<file path="config.mk">
export PLATFORM = sky130hd
export DESIGN_NAME = if_id_queue
export DESIGN_NICKNAME = d
export VERILOG_FILES = /design/src/rtl/if_id_queue.sv
export SDC_FILE = /design/constraint.sdc
export NUM_CORES = 1
export LEC_CHECK = 0
export ABC_AREA = 1
export BUFFER_PORTS_ARGS = -buffer_cell sky130_fd_sc_hd__buf_4
export CORE_AREA = 2 2 166 168
export DETAILED_ROUTE_END_ITERATION = 8
export DIE_AREA = 0 0 168 170
export PLACE_DENSITY = 0.66
export SLEW_MARGIN = 20
export SYNTH_ARGS = -nofsm -noshare
export SYNTH_HDL_FRONTEND = slang
export SYNTH_SLANG_ARGS = --single-unit
export TNS_END_PERCENT = 30
</file>
<file path="constraint.sdc">
create_clock -name clk -period 13.51 [get_ports clk]
set_input_delay 2.0265 -clock clk [delete_from_list [all_inputs] [get_ports clk]]
set_output_delay 2.0265 -clock clk [all_outputs]
set_load 0.02 [all_outputs]
</file>
<file path="src/rtl/if_id_queue.sv">
`default_nettype none
// ============================================================================
// Module      : if_id_queue
// Description : Show-ahead IF->ID instruction queue with valid/ready flow
//               control, branch/jump flush and halt-instruction tracking.
// Revision    : 1.0 - initial release
// ============================================================================
module if_id_queue #(
    parameter  int DEPTH = 4,
    localparam int AW    = $clog2(DEPTH)
) (
    input  logic          clk,
    input  logic          rst_b,
    input  logic          if_valid,
    input  logic [31:0]   if_inst,
    input  logic [31:0]   if_pc4,
    input  logic          if_halted,
    output logic          if_ready,
    input  logic          flush,
    input  logic          id_ready,
    output logic          id_valid,
    output logic [31:0]   id_inst,
    output logic [31:0]   id_pc4,
    output logic          id_halted,
    output logic [AW:0]   count,
    output logic          halt_seen
);

    localparam logic [AW:0]   C_FULL    = (AW+1)'(DEPTH);
    localparam logic [AW-1:0] C_PTR_ONE = AW'(1);
    localparam logic [AW:0]   C_CNT_ONE = (AW+1)'(1);

    logic [64:0]   mem_q [DEPTH];
    logic [64:0]   mem_d [DEPTH];
    logic [AW-1:0] rd_ptr_q, rd_ptr_d;
    logic [AW-1:0] wr_ptr_q, wr_ptr_d;
    logic [AW:0]   count_q, count_d;
    logic          halt_seen_q, halt_seen_d;

    logic          w_push;
    logic          w_pop;
    logic [64:0]   w_head;

    assign if_ready = (count_q != C_FULL) && !halt_seen_q;
    assign id_valid = (count_q != '0);
    assign w_push   = if_valid && if_ready && !flush;
    assign w_pop    = id_valid && id_ready && !flush;

    // Head entry is forced to a nop when the queue is empty.
    assign w_head    = id_valid ? mem_q[rd_ptr_q] : 65'd0;
    assign id_inst   = w_head[64:33];
    assign id_pc4    = w_head[32:1];
    assign id_halted = w_head[0];
    assign count     = count_q;
    assign halt_seen = halt_seen_q;

    always_comb begin
        mem_d       = mem_q;
        rd_ptr_d    = rd_ptr_q;
        wr_ptr_d    = wr_ptr_q;
        count_d     = count_q;
        halt_seen_d = halt_seen_q;
        if (flush) begin
            rd_ptr_d    = '0;
            wr_ptr_d    = '0;
            count_d     = '0;
            halt_seen_d = 1'b0;
        end else begin
            if (w_push) begin
                mem_d[wr_ptr_q] = {if_inst, if_pc4, if_halted};
                wr_ptr_d        = wr_ptr_q + C_PTR_ONE;
                if (if_halted) begin
                    halt_seen_d = 1'b1;
                end
            end
            if (w_pop) begin
                rd_ptr_d = rd_ptr_q + C_PTR_ONE;
            end
            if (w_push && !w_pop) begin
                count_d = count_q + C_CNT_ONE;
            end else if (w_pop && !w_push) begin
                count_d = count_q - C_CNT_ONE;
            end
        end
    end

    always_ff @(posedge clk) begin
        if (!rst_b) begin
            rd_ptr_q    <= '0;
            wr_ptr_q    <= '0;
            count_q     <= '0;
            halt_seen_q <= 1'b0;
        end else begin
            rd_ptr_q    <= rd_ptr_d;
            wr_ptr_q    <= wr_ptr_d;
            count_q     <= count_d;
            halt_seen_q <= halt_seen_d;
        end
    end

    // Payload storage carries no reset; id_* are masked while empty.
    always_ff @(posedge clk) begin
        mem_q <= mem_d;
    end

endmodule
`default_nettype wire
</file>
# After elaboration in Yosys (flattened, before gate mapping)
# Index checks and enable logic that the tools add are counted.
[word_totals]
ff_bits = 268
wordCells = 46
[op_classes]
magnitude_cmp = 3
n_reduce_logical = 17
mux = 9
eq_ne = 1
bitwise = 4
n_addsub = 4
[op_table]
columns = ["operator", "count"]
rows = [
  ["$bwmux 260", 1],
  ["$mux 65", 4],
  ["$bmux 65 s2", 1],
  ["$demux 65 s2", 1],
  ["$logic_and 1x1->1", 8],
  ["$ge 3x3->1 const B", 2],
  ["$mux 3", 2],
  ["$not 2->3", 2],
  ["$add 2x1->2 const B", 2],
  ["$logic_not 1->1", 4],
  ["$reduce_and 2->1", 2],
  ["$add 3x1->3 const B", 1],
  ["$lt 3x1->1 const B", 1],
  ["$ne 3x3->1 const B", 1],
  ["$reduce_bool 3->1", 1],
  ["$sub 3x1->3 const B", 1],
  ["$not 1->1", 2],
  ["$reduce_bool 2->1", 1],
  ["$reduce_or 2->1", 1],
]

# Longest topological paths before layout
# Gate-level depths: netlist (run 1).
[depth]
depth_word = 8
depth_mapped = 13

# Worst setup path before layout (run 1)
# Ideal clock, no wire load.
[synth_timing]
path_kind = "in2reg"
start = "input if_valid"
end = "register mem_q[0] in the netlist's numbering (enable)"
setup_time_ps = 489
path_stages = 4
path_slack_ps = 7834
t_arrival_ps = 5187
t_required_ps = 13021
path_cell_list = "inv_1 nor2_1 nand3_1 nor2_1"
[synth_between]
elab_chain_len = 3
[synth_lines]
columns = ["element", "line_no", "source"]
rows = [
  ["start, declared", "14", "input logic if_valid,"],
  ["$logic_and 1x1->1 (2 in series)", "46", "assign w_push = if_valid && if_ready && !flush;"],
  ["$reduce_and 2->1 (no source line)", "--", ""],
  ["end signal, assigned", "103", "mem_q <= mem_d;"],
  ["end, declared", "33", "logic [64:0] mem_q [DEPTH];"],
]
# No other way between the ends.
# A chain may end at the register's enable or synchronous reset.

# Worst setup path after layout (run 1)
[layout_timing]
start = "register rd_ptr_q[0]"
end = "output id_inst[12]"
[layout_between]
elab_chain_len = 5
[layout_lines]
columns = ["element", "line_no", "source"]
rows = [
  ["start, declared", "35", "logic [AW-1:0] rd_ptr_q, rd_ptr_d;"],
  ["start signal, assigned", "94", "rd_ptr_q <= rd_ptr_d;"],
  ["$not 2->3 (implied by the code)", "50", "assign w_head = id_valid ? mem_q[rd_ptr_q] : 65'd0;"],
  ["$bmux 65 s2", "50", ""],
  ["$mux 65 (implied by the code) (2 in series)", "50", ""],
  ["$mux 65", "50", ""],
  ["end, declared", "22", "output logic [31:0] id_inst,"],
]
# No other way between the ends. The select of a mux whose other input is x is not followed.

==> results of run 1 <==
## metrics by stage
stage           util  std cells  instance area (µm²)  hold WS (ns)  setup slack, ns
3_5_place_dp   0.445       1286                11900         0.531             8.75
6_report       0.479       1335                12800         0.536             8.41
3_3_place_gp   0.445       1286                11900         0.512             8.80
5_1_grt        0.479       1335                12800         0.574             8.14
2_1_floorplan      -        847                10600         0.536             7.83
4_1_cts        0.479       1335                12800         0.540             8.39
## routing by layer
metal / global-route usage / wire length [µm] / up-vias
met1: 0.199 / 9650 / 3268
li1: - / - / 3222
met2: 0.274 / 11200 / 176
met4: 0.0427 / 403 / 0
met3: 0.0314 / 1360 / 36
met5: 0 / 0 / -
## cells in the final DEF (no fill, tap or decap), types with 2 or more instances in the layout
master	instances
clkbuf_8	6
nor2_4	4
inv_1	20
nand3_1	4
nor2_1	269
inv_2	2
o21ai_1	60
buf_4	149
nand4_1	3
edfxtp_1	260
bufinv_16	3
dfxtp_1	6
a21oi_1	69
o21ai_0	70
ha_1	5
clkinv_1	6
clkbuf_16	27
nand2_1	18
clkbuf_1	6
## final cells by class
type | instances | area, µm² | share of cell area
repair buffers | 149 | 1120 | 0.0877
multi-input cells | 505 | 2250 | 0.177
clock buffers | 39 | 781 | 0.0612
flip-flops and latches | 268 | 7970 | 0.625
inverters | 23 | 88.8 | 0.00696
clock inverters | 10 | 118 | 0.00922
well taps | 341 | 427 | 0.0334
## final timing paths
| check | from | to | cells past startpoint |
|---|---|---|---|
| worst max-delay path | rd_ptr_q[0]$_SDFFE_PP0P_ | id_inst[12] | 5 |
| worst min-delay path | count[1]$_SDFFE_PP0P_ | count[1]$_SDFFE_PP0P_ | 2 |
| worst max register to register | count[0]$_SDFFE_PP0P_ | mem_q[77]$_DFFE_PP_ | 5 |
| worst min register to register | count[1]$_SDFFE_PP0P_ | count[1]$_SDFFE_PP0P_ | 2 |
## registers in the layout, indices dropped and copies added, names as in the netlist
| name | flops |
|---|---|
| wr_ptr_q | 2 |
| mem_q | 260 |
| rd_ptr_q | 2 |
| halt_seen | 1 |
| count | 3 |
## critical path: stages, from the launching register on
cell,delay (ns)
dfxtp_4,0.53
inv_4,0.66
buf_4,0.59
o21ai_1,0.15
a21oi_1,0.30
buf_4,0.21
## kinds of logic after synthesis
group,Yosys count,share of synthesized area
xor+xnor,1,0.000828
flops,268,0.753
simple gates,299,0.108
fa+ha+maj,6,0.00781
compound gates,199,0.0942
buf+inv,74,0.0362
## power by group through the flow
stage | registers (mW) | clock network [mW] | logic (mW)
2_1_floorplan | 0.951 | 0 | 0.0633
3_3_place_gp | 0.950 | 0 | 0.126
3_5_place_dp | 0.950 | 0 | 0.128
4_1_cts | 0.933 | 0.763 | 0.128
5_1_grt | 0.933 | 0.795 | 0.139
6_report | 0.933 | 0.743 | 0.126
==> results.txt, run 1 <==
----------------------------------------------------
[Timing]
  Max-slew headroom at the worst pin ... 0.312
  Number of pins with negative max-slew slack in the final report ... 0
  Setup violation total in the final timing report ... 0
  Worst slew pin tran ... 1.03 ns
  Final worst-path cycle share ... 0.378
  Clock Skews ... 0.00756 ns
  Min Tclk post-route ... 5.10 ns
  Final hold violations ... 0
  Max Fclk ... 0.196 GHz
  Setup repair after global routing missed its margin ... false
  Post-Route Setup TNS ... 0 ns

[Drt]
  Routed length per instance ... 16.9 µm
  Detailed router's first-iteration violation count ... 434
  Vias per cell ... 5.02
  Drt pass-1 iters ... 4
  Remaining number of nets flagged by the antenna check after routing ... 0
  Total wire length ... 22600 µm
  DRC violation count after routing ... 0
  Detailed-route via count ... 6702

[Power and ir drop]
  Sum of internal, switching and leakage power ... 1.80 mW
  Logic gate share of total power ... 0.070
  Worst IR drop on VDD ... 85.6 µV
  Power density cells ... 141 nW/µm²
  Clk pwr share ... 0.412
  Pleak ... 4.59 nW
  Switching pwr ... 0.373 mW
  P_int ... 1.43 mW
  Share of power burned in registers ... 0.518
  Switching share of total power ... 0.207

[GRT]
  Initial antenna violation count ... 0
  GRT Util Overall ... 0.157
  Pin count of the biggest net entering global routing ... 76
  First-pass GRT wire length ... 35200 µm
  Vias in the first global route ... 6610
  Grt total ovfl ... 0

[CTS]
  Maximum clock path buffer count ... 3
  Number of buffers inserted for hold repair after clock tree synthesis ... 0
  Clock-pin slew on the worst setup and hold paths ... 0.06 ns
  Later-pin clock latency in the skew report ... 0.52 ns
  CTS HTree Levels ... 1
  Clock tree root buffer cell ... clkbuf_16
  Total clock sinks ... 268
  Post-CTS resize count ... 0
  Post-CTS setup-driven buffer insertion count ... 0
  TritonCTS clock tree ... built
  Cts bufs inserted ... 27

[Die]
  # rows ... 60
  Overall die width ... 168 µm
  I/O pin cnt ... 141
  Area enclosed by the die boundary ... 28600 µm²
  Starting utilization of the core area ... 0.397
  Chip height ... 170 µm
  CORE AREA ... 26700 µm²

[Yosys]
  Number of register bits inferred by synthesis ... 268
  Most used standard cells in the synthesized netlist ... nor2_1 (273), edfxtp_1 (260), o21ai_0 (70)
  Post-synthesis instance area ... 10600 µm²
  Most instantiated library cell after synthesis ... nor2_1
  FFs w/ async S/R, synth ... 0
  Fraction of synthesized cell area taken by the top area cell type ... 0.738
  Number of different library cells in the post-synthesis netlist ... 22
  Post-Synthesis Mean Instance Area ... 12.5 µm²
  Number of synthesized flops with an enable pin ... 260
  Library cell with the largest summed area after synthesis ... edfxtp_1
  Main area contributors after synthesis ... edfxtp_1 (74%), nor2_1 (9.7%), o21ai_0 (3.3%)
  Leading register cell type out of synthesis ... edfxtp_1
  Number of instances in the synthesized netlist ... 847
  Warning count from the yosys run ... 0
  Post-Syn Nets ... 923
  Post-synthesis sequential area ratio ... 0.753

[Worst setup path]
  Crit-path max FO ... 75
  Required time of the critical path ... 11.48 ns
  Endpoint arrival time on the critical path ... 3.08 ns
  Type of destination of the critical path ... output pin
  Critical Path Source Type ... flop
  Type of the worst setup path ... flop to output pin
  Setup slack of the most critical reg-to-reg path ... 10.52 ns

[Run]
  Max-Cap Viols ... 0

[Placed design]
  HPWL after detailed placement ... 11800 µm
  Global placement routability congestion ... 0.741
  Input/output buffers ... 140

[Status]
  Result of the run ... completed

[Cells and area]
  Fraction of final layout cells sized beyond drive strength 1 ... 0.197
  Fillcell total ... 2357
  Area grow syn2layout ... 20.7%
  # diodes ... 0
  Fin nets ... 1050

[Min path]
  Path category of the worst min-delay check ... flop to flop

----------------------------------------------------
(Power assumes the default switching activity.)
==> inputs of run 2 (changes only) <==
--- a/config.mk
+++ b/config.mk
@@ -5,11 +5,11 @@
 export SDC_FILE = /design/constraint.sdc
 export NUM_CORES = 1
 export LEC_CHECK = 0
-export ABC_AREA = 1
+export ABC_AREA = 0
 export BUFFER_PORTS_ARGS = -buffer_cell sky130_fd_sc_hd__buf_4
-export CORE_AREA = 2 2 166 168
+export CORE_AREA = 2 2 164 166
 export DETAILED_ROUTE_END_ITERATION = 8
-export DIE_AREA = 0 0 168 170
+export DIE_AREA = 0 0 166 168
 export PLACE_DENSITY = 0.66
 export SLEW_MARGIN = 20
 export SYNTH_ARGS = -nofsm -noshare
==> constraint.sdc (replaced) <==
create_clock -name clk -period 5 [get_ports clk]
set_input_delay 0.75 -clock clk [delete_from_list [all_inputs] [get_ports clk]]
set_output_delay 0.75 -clock clk [all_outputs]
set_load 0.02 [all_outputs]
==> run 2 against run 1 <==
Against the previous run: core utilization shrank 0.086 points; register-to-register slack lost 7.9 ns; sequential cell count is the same; sequential share of layout area grew 0.85 points; sequential power grew to 2.7 times the previous value; setup slack lost 6.8 ns; critical path depth shrank 1; global-route usage shrank 2.1 points; clock-buffer cell count shrank 9; final cell count shrank 27%; critical path type unchanged; largest power group unchanged.
==> results.txt, run 2 <==
----------------------------------------------------
[Status]
  Result of the run ... completed (unchanged)

[Timing]
  Final worst-path cycle share ... 0.681
  Min Tclk post-route ... 3.41 ns
  Clock Skews ... 0.0126 ns (was 0.00756 ns)
  Max-slew headroom at the worst pin ... 0.288 (was 0.312)
  Worst slew pin tran ... 1.07 ns (was 1.03 ns)
  Final hold violations ... 0 (unchanged)
  Setup repair after global routing missed its margin ... false (unchanged)
  Max Fclk ... 0.294 GHz
  Number of pins with negative max-slew slack in the final report ... 0 (unchanged)
  Setup violation total in the final timing report ... 0 (unchanged)
  Post-Route Setup TNS ... 0 ns (unchanged)

[Worst setup path]
  Worst-path cell with the longest stage delay ... dfxtp_4 (was inv_4)
  Number of cells traversed by the worst register-to-register path ... 2 (was 5)
  Crit-path max FO ... 42 (was 75)
  Required time of the critical path ... 4.25 ns (was 11.48 ns)
  Type of the worst setup path ... flop to output pin (unchanged)
  Critical path depth in cells ... 4 (was 5)
  Worst reg2reg path endpoint ... mem_q[226]$_DFFE_PP_ (was mem_q[77]$_DFFE_PP_)
  Biggest cell delay along the critical path ... 0.93 ns (was 0.66 ns)
  Critical Path Source Type ... flop (unchanged)
  Combined buffer and inverter count along the critical path ... 2 (was 3)
  Cell chain of the critical path ... buf_12 > mux4_2 > and2_1 > buf_4 (was inv_4 > buf_4 > o21ai_1 > a21oi_1 > buf_4)
  Type of destination of the critical path ... output pin (unchanged)
  Top delay family on crit path ... flip-flops (was buffers and inverters)
  Setup slack of the most critical reg-to-reg path ... 2.60 ns (was 10.52 ns)
  Endpoint arrival time on the critical path ... 2.66 ns (was 3.08 ns)
  Worst R2R Start ... halt_seen$_SDFFE_PP0P_ (was count[0]$_SDFFE_PP0P_)

[CTS]
  TritonCTS clock tree ... built (unchanged)
  Clock tree root buffer cell ... clkbuf_16 (unchanged)
  Number of buffers inserted for hold repair after clock tree synthesis ... 0 (unchanged)
  Later-pin clock latency in the skew report ... 0.52 ns (about the same)
  Post-CTS resize count ... 0 (unchanged)
  Maximum clock path buffer count ... 3 (unchanged)
  Post-CTS setup-driven buffer insertion count ... 0 (unchanged)
  CTS HTree Levels ... 1 (unchanged)
  Total clock sinks ... 268 (unchanged)
  Clock-pin slew on the worst setup and hold paths ... 0.06 ns (about the same)
  Cts bufs inserted ... 27 (unchanged)

[GRT]
  First-pass GRT wire length ... 29600 µm (was 35200 µm)
  Pin count of the biggest net entering global routing ... 67 (was 76)
  Global-route met2 utilization ... 0.237 (was 0.274)
  GRT Util Overall ... 0.136 (was 0.157)
  Grt total ovfl ... 0 (unchanged)
  Vias in the first global route ... 5367 (was 6610)
  Met3 capacity usage during global routing ... 0.0308 (was 0.0314)
  Met1 track demand over resource ... 0.175 (was 0.199)
  Highest-utilization routing layer at the global route stage ... met2 (unchanged)
  Initial antenna violation count ... 0 (unchanged)

[Yosys]
  FFs w/ async S/R, synth ... 0 (unchanged)
  Fraction of synthesized cell area taken by the top area cell type ... 0.756 (was 0.738)
  Number of different library cells in the post-synthesis netlist ... 29 (was 22)
  Number of synthesized flops with an enable pin ... 260 (unchanged)
  Post-synthesis instance area ... 10300 µm² (was 10600 µm²)
  Post-synthesis sequential area ratio ... 0.772 (was 0.753)
  Number of register bits inferred by synthesis ... 268 (unchanged)
  Main area contributors after synthesis ... edfxtp_1 (76%), mux4_2 (14%), and2_1 (3.9%) (was edfxtp_1 (74%), nor2_1 (9.7%), o21ai_0 (3.3%))
  Leading register cell type out of synthesis ... edfxtp_1 (unchanged)
  Most instantiated library cell after synthesis ... edfxtp_1 (was nor2_1)
  Most used standard cells in the synthesized netlist ... edfxtp_1 (260), and2_1 (65), mux4_2 (65) (was nor2_1 (273), edfxtp_1 (260), o21ai_0 (70))
  Number of instances in the synthesized netlist ... 464 (was 847)
  Library cell with the largest summed area after synthesis ... edfxtp_1 (unchanged)
  Post-Syn Nets ... 540 (was 923)
  Post-Synthesis Mean Instance Area ... 22.2 µm² (was 12.5 µm²)
  Warning count from the yosys run ... 0 (unchanged)

[Drt]
  Remaining number of nets flagged by the antenna check after routing ... 0 (unchanged)
  Routed length per instance ... 19.8 µm (was 16.9 µm)
  Detailed router's first-iteration violation count ... 232 (was 434)
  Detailed-route via count ... 4830 (was 6702)
  Total wire length ... 19300 µm (was 22600 µm)
  Drt pass-1 iters ... 4 (unchanged)
  DRC violation count after routing ... 0 (unchanged)
  Vias per cell ... 4.96 (was 5.02)

[Run]
  Max-Cap Viols ... 0 (unchanged)

[Min path]
  Path category of the worst min-delay check ... input port to flop (was flop to flop)
  Worst hold path cell count ... 1 (was 2)
  Min-Delay Startpoint ... if_pc4[18] (was count[1]$_SDFFE_PP0P_)
  Destination of the worst hold path ... mem_q[84]$_DFFE_PP_ (was count[1]$_SDFFE_PP0P_)

[Power and ir drop]
  Pleak ... 4.23 nW (was 4.59 nW)
  Power density cells ... 385 nW/µm² (was 141 nW/µm²)
  Worst IR drop on VDD ... 241 µV (was 85.6 µV)

[Cells and area]
  Commonest non-fill, non-tap cells in the layout ... edfxtp_1 (260), buf_4 (140), mux4_2 (65), and2_1 (65), clkbuf_16 (27) (was nor2_1 (269), edfxtp_1 (260), buf_4 (149), o21ai_0 (70), a21oi_1 (69))
  # diodes ... 0 (unchanged)
  Fraction of final layout cells sized beyond drive strength 1 ... 0.403 (was 0.197)
  Fin nets ... 688 (was 1050)
  Most flop-heavy register ... mem_q (unchanged)
  Largest register FFs ... 260 (unchanged)
  Utilization after layout ... 0.478 (was 0.479)
  Most common cell after layout, fill and taps aside ... edfxtp_1 (was nor2_1)
  Area grow syn2layout ... 22.0% (was 20.7%)

[Placed design]
  Input/output buffers ... 140 (unchanged)
  Global placement routability congestion ... 0.720 (was 0.741)
  HPWL after detailed placement ... 10800 µm (was 11800 µm)

[Die]
  Starting utilization of the core area ... 0.392 (was 0.397)
  CORE AREA ... 26400 µm² (was 26700 µm²)
  Chip height ... 168 µm (was 170 µm)
  I/O pin cnt ... 141 (unchanged)
  Overall die width ... 166 µm (was 168 µm)
  Area enclosed by the die boundary ... 27900 µm² (was 28600 µm²)
  # rows ... 60 (unchanged)

----------------------------------------------------
==> run 2: report_power, final <==
| group | leakage [nW] | switching [mW] | internal (mW) | total [mW] |
|---|---|---|---|---|
| logic | 1.38 | 0.179 | 0.159 | 0.339 |
| clock network | 0.430 | 0.791 | 1.19 | 1.99 |
| registers | 2.43 | 0.0173 | 2.50 | 2.52 |
| total | 4.23 | 0.988 | 3.86 | 4.84 |
==> run 2: final cells by class <==
cell class	count	area [µm²]
inverters	3	11.3
clock inverters	19	198
flip-flops and latches	268	7980
fillers	2172	13800
clock buffers	30	687
well taps	341	427
repair buffers	142	1100
multi-input cells	170	2200
==> run 2: through the flow <==
| stage | instances | power (mW) | worst slack (ns) | instance area (µm²) | hold slack [ns] |
|---|---|---|---|---|---|
| finish | 973 | 4.84 | 1.59 | 12600 | 0.432 |
| CTS | 972 | 4.90 | 1.46 | 12600 | 0.405 |
| global placement | 923 | 2.90 | 2.03 | 11700 | 0.496 |
| global route | 973 | 5.01 | 1.37 | 12600 | 0.404 |
| floorplan | 464 | 2.74 | 1.81 | 10300 | 0.484 |
| detailed placement | 923 | 2.91 | 2.01 | 11700 | 0.534 |
==> run 2: worst max-delay path by stage <==
stage / from / to / slack (ns)
after floorplan: flush / mem_q[0]$_DFFE_PP_ / 1.81
after global placement: rd_ptr_q[0]$_SDFFE_PP0P_ / id_pc4[5] / 2.03
after detailed placement: rd_ptr_q[0]$_SDFFE_PP0P_ / id_pc4[7] / 2.01
after CTS: rd_ptr_q[0]$_SDFFE_PP0P_ / id_pc4[7] / 1.46
after global routing: rd_ptr_q[0]$_SDFFE_PP0P_ / id_pc4[7] / 1.37
final: rd_ptr_q[0]$_SDFFE_PP0P_ / id_pc4[7] / 1.59
==> run 2: kinds of logic after synthesis <==
| family | synth area share |
|---|---|
| multiplexers | 0.143 |
| XOR/XNOR | 0.00339 |
| buffers and inverters | 0.0177 |
| AO/OA/AOI/OAI | 0.00485 |
| adder cells (fa/ha/maj) | 0.00800 |
| AND/OR/NAND/NOR | 0.0514 |
| flip-flops | 0.772 |
==> run 2: layer usage <==
layer	vias to the layer above	wire length [µm]
met5	-	0
met4	0	267
met3	22	1060
met2	107	9740
met1	2513	8220
li1	2188	-
==> inputs of run 3 (changes only) <==
--- a/config.mk
+++ b/config.mk
@@ -5,12 +5,12 @@
 export SDC_FILE = /design/constraint.sdc
 export NUM_CORES = 1
 export LEC_CHECK = 0
-export ABC_AREA = 0
+export ABC_AREA = 1
 export BUFFER_PORTS_ARGS = -buffer_cell sky130_fd_sc_hd__buf_4
-export CORE_AREA = 2 2 164 166
+export CORE_AREA = 2 2 166 168
 export DETAILED_ROUTE_END_ITERATION = 8
-export DIE_AREA = 0 0 166 168
-export PLACE_DENSITY = 0.66
+export DIE_AREA = 0 0 168 170
+export PLACE_DENSITY = 0.69
 export SLEW_MARGIN = 20
 export SYNTH_ARGS = -nofsm -noshare
 export SYNTH_HDL_FRONTEND = slang
==> constraint.sdc (replaced) <==
create_clock -name clk -period 2.96 [get_ports clk]
set_input_delay 0.444 -clock clk [delete_from_list [all_inputs] [get_ports clk]]
set_output_delay 0.444 -clock clk [all_outputs]
set_load 0.02 [all_outputs]
==> run 3 against run 2 <==
Against the previous run: register-to-register slack got worse by 1.8 ns; setup slack got worse by 1.3 ns; design area increased by 1.4%; total power increased by 62%; core utilization increased by 0.11 points; clock-buffer cell count increased by 7; global-route usage increased by 2.2 points; clock power increased by 50%; critical path type unchanged; critical endpoint is now id_pc4[3]; highest routed layer unchanged.
==> results.txt, run 3 (synthesis results as in run 1) <==
----------------------------------------------------
[Drt]
  Vias per cell ... 4.94 (was 4.96)
  Routed length per instance ... 16.9 µm (was 19.8 µm)
  Total wire length ... 22700 µm (was 19300 µm)
  Drt pass-1 iters ... 4 (unchanged)
  DRC violation count after routing ... 0 (unchanged)
  Detailed router's first-iteration violation count ... 459 (was 232)
  Remaining number of nets flagged by the antenna check after routing ... 0 (unchanged)
  Detailed-route via count ... 6626 (was 4830)

[Cells and area]
  Most flop-heavy register ... mem_q (unchanged)
  # diodes ... 0 (unchanged)
  Commonest non-fill, non-tap cells in the layout ... nor2_1 (269), edfxtp_1 (260), buf_4 (149), o21ai_0 (70), a21oi_1 (69) (was edfxtp_1 (260), buf_4 (140), mux4_2 (65), and2_1 (65), clkbuf_16 (27))
  Utilization after layout ... 0.479 (was 0.478)
  Most common cell after layout, fill and taps aside ... nor2_1 (was edfxtp_1)
  Fraction of final layout cells sized beyond drive strength 1 ... 0.196 (was 0.403)
  Largest register FFs ... 260 (unchanged)
  Area grow syn2layout ... 20.7% (was 22.0%)
  Fillcell total ... 2314 (was 2172)
  Fin nets ... 1057 (was 688)

[Die]
  Chip height ... 170 µm (was 168 µm)
  I/O pin cnt ... 141 (unchanged)
  CORE AREA ... 26700 µm² (was 26400 µm²)
  Overall die width ... 168 µm (was 166 µm)
  Starting utilization of the core area ... 0.397 (was 0.392)
  # rows ... 60 (unchanged)
  Area enclosed by the die boundary ... 28600 µm² (was 27900 µm²)

[Min path]
  Path category of the worst min-delay check ... input port to flop (unchanged)
  Min-Delay Startpoint ... if_inst[21] (was if_pc4[18])

[GRT]
  Grt total ovfl ... 0 (unchanged)
  Initial antenna violation count ... 0 (unchanged)
  Pin count of the biggest net entering global routing ... 80 (was 67)
  First-pass GRT wire length ... 35100 µm (was 29600 µm)
  GRT Util Overall ... 0.157 (was 0.136)
  Vias in the first global route ... 6585 (was 5367)

[CTS]
  Cts bufs inserted ... 27 (unchanged)
  Post-CTS setup-driven buffer insertion count ... 0 (unchanged)
  Clock-pin slew on the worst setup and hold paths ... 0.06 ns (about the same)
  Clock tree root buffer cell ... clkbuf_16 (unchanged)
  TritonCTS clock tree ... built (unchanged)
  Post-CTS resize count ... 0 (unchanged)
  Total clock sinks ... 268 (unchanged)
  Maximum clock path buffer count ... 3 (unchanged)
  Later-pin clock latency in the skew report ... 0.53 ns (was 0.52 ns)
  CTS HTree Levels ... 1 (unchanged)
  Number of buffers inserted for hold repair after clock tree synthesis ... 0 (unchanged)

[Timing]
  Minimum setup slack in the final design ... 0.321 ns (was 1.59 ns)
  Hold Slack ... 0.106 ns (was 0.432 ns)
  Number of pins with negative max-slew slack in the final report ... 0 (unchanged)
  Clock Skews ... 0.0183 ns (was 0.0126 ns)
  Final hold violations ... 0 (unchanged)
  Final worst-path cycle share ... 0.892
  Setup repair after global routing missed its margin ... false (unchanged)
  Max-slew headroom at the worst pin ... 0.399 (was 0.288)
  Setup violation total in the final timing report ... 0 (unchanged)
  Post-Route Setup TNS ... 0 ns (unchanged)
  Min Tclk post-route ... 2.64 ns
  Worst slew pin tran ... 0.901 ns (was 1.07 ns)
  Max Fclk ... 0.379 GHz

[Status]
  Result of the run ... completed (unchanged)

[Worst setup path]
  Worst-path cell with the longest stage delay ... dfxtp_4 (unchanged)
  Type of the worst setup path ... flop to output pin (unchanged)
  Top delay family on crit path ... buffers and inverters (was flip-flops)
  Timing startpoint of the critical path ... rd_ptr_q[0]$_SDFFE_PP0P_ (unchanged)
  Biggest cell delay along the critical path ... 0.36 ns (was 0.93 ns)
  Crit-path max FO ... 70 (was 42)
  Worst R2R Start ... count[0]$_SDFFE_PP0P_ (was halt_seen$_SDFFE_PP0P_)
  Endpoint arrival time on the critical path ... 2.19 ns (was 2.66 ns)
  Type of destination of the critical path ... output pin (unchanged)
  Required time of the critical path ... 2.52 ns (was 4.25 ns)
  Cell chain of the critical path ... inv_4 > buf_12 > o21ai_0 > a21oi_1 > buf_4 (was buf_12 > mux4_2 > and2_1 > buf_4)
  Combined buffer and inverter count along the critical path ... 3 (was 2)
  Critical Path Source Type ... flop (unchanged)

[Power and ir drop]
  Pleak ... 4.58 nW (was 4.23 nW)
  Switching pwr ... 1.70 mW (was 0.988 mW)
  P_int ... 6.13 mW (was 3.86 mW)
  Share of power burned in registers ... 0.543 (was 0.520)
  Sum of internal, switching and leakage power ... 7.83 mW (was 4.84 mW)
  Clk pwr share ... 0.382 (was 0.410)
  Power density cells ... 613 nW/µm² (was 385 nW/µm²)
  Switching share of total power ... 0.218 (was 0.204)
  Worst IR drop on VDD ... 466 µV (was 241 µV)
  Logic gate share of total power ... 0.075 (was 0.070)

[Placed design]
  Input/output buffers ... 140 (unchanged)
  Post-place setup slack ... 0.659 ns (was 2.01 ns)
  HPWL after detailed placement ... 12300 µm (was 10800 µm)
  Global placement routability congestion ... 0.753 (was 0.720)

[Run]
  Max-Cap Viols ... 0 (unchanged)

----------------------------------------------------
run 3: cell count changes in the layout (fill, tap and decap cells not counted), sizes merged, moves of 20 or more:
cell	before	now
nor2	7	273
o21ai	2	130
a21oi	2	69
and2	65	0
mux4	65	0
inv	4	24
run 3: metrics by stage:
stage / instances / cell area [µm²]
global route: 1341 / 12800
finish: 1341 / 12800
floorplan: 847 / 10600
detailed placement: 1293 / 12000
CTS: 1341 / 12800
global placement: 1293 / 12000
run 3: power groups by stage:
stage               Combinational [mW]  Clock (mW)  Sequential, mW
finish                           0.590        2.99            4.25
global route                     0.647        3.22            4.26
CTS                              0.600        3.07            4.25
detailed placement               0.598           0            4.33
global placement                 0.589           0            4.33
floorplan                        0.290           0            4.34
run 3: final timing paths:
| check | to | cells past startpoint | slack (ns) |
|---|---|---|---|
| setup / recovery | id_pc4[3] | 5 | 0.32 |
| hold / removal | mem_q[54]$_DFFE_PP_ | 1 | 0.11 |
| hold reg to reg | count[1]$_SDFFE_PP0P_ | 2 | 0.55 |
| setup reg to reg | mem_q[98]$_DFFE_PP_ | 6 | 0.81 |
run 3: final cells by class:
cell class	count	area, µm²	share of cell area
Clock buffer	37	713	0.0559
Sequential cell	268	7970	0.625
Tap cell	341	427	0.0334
Inverter	23	88.8	0.00696
Timing Repair Buffer	156	1260	0.0986
Clock inverter	11	51.3	0.00402
Multi-Input combinational cell	505	2250	0.177
run 3: metal layers:
metal | GRT usage | share of wire | vias to the layer above
met1 | 0.190 | 0.43 | 3197
met2 | 0.285 | 0.50 | 155
met5 | 0 | 0 | -
met3 | 0.0363 | 0.058 | 30
li1 | - | - | 3244
met4 | 0.0412 | 0.019 | 0
run 3: worst register-to-register path: stages (launching register included):
cell and delay, ns:
dfxtp_1 0.43, nor2_1 0.10, nand2_1 0.14, nand3_1 0.25
buf_4 0.26, nor2_4 0.32, buf_12 0.30
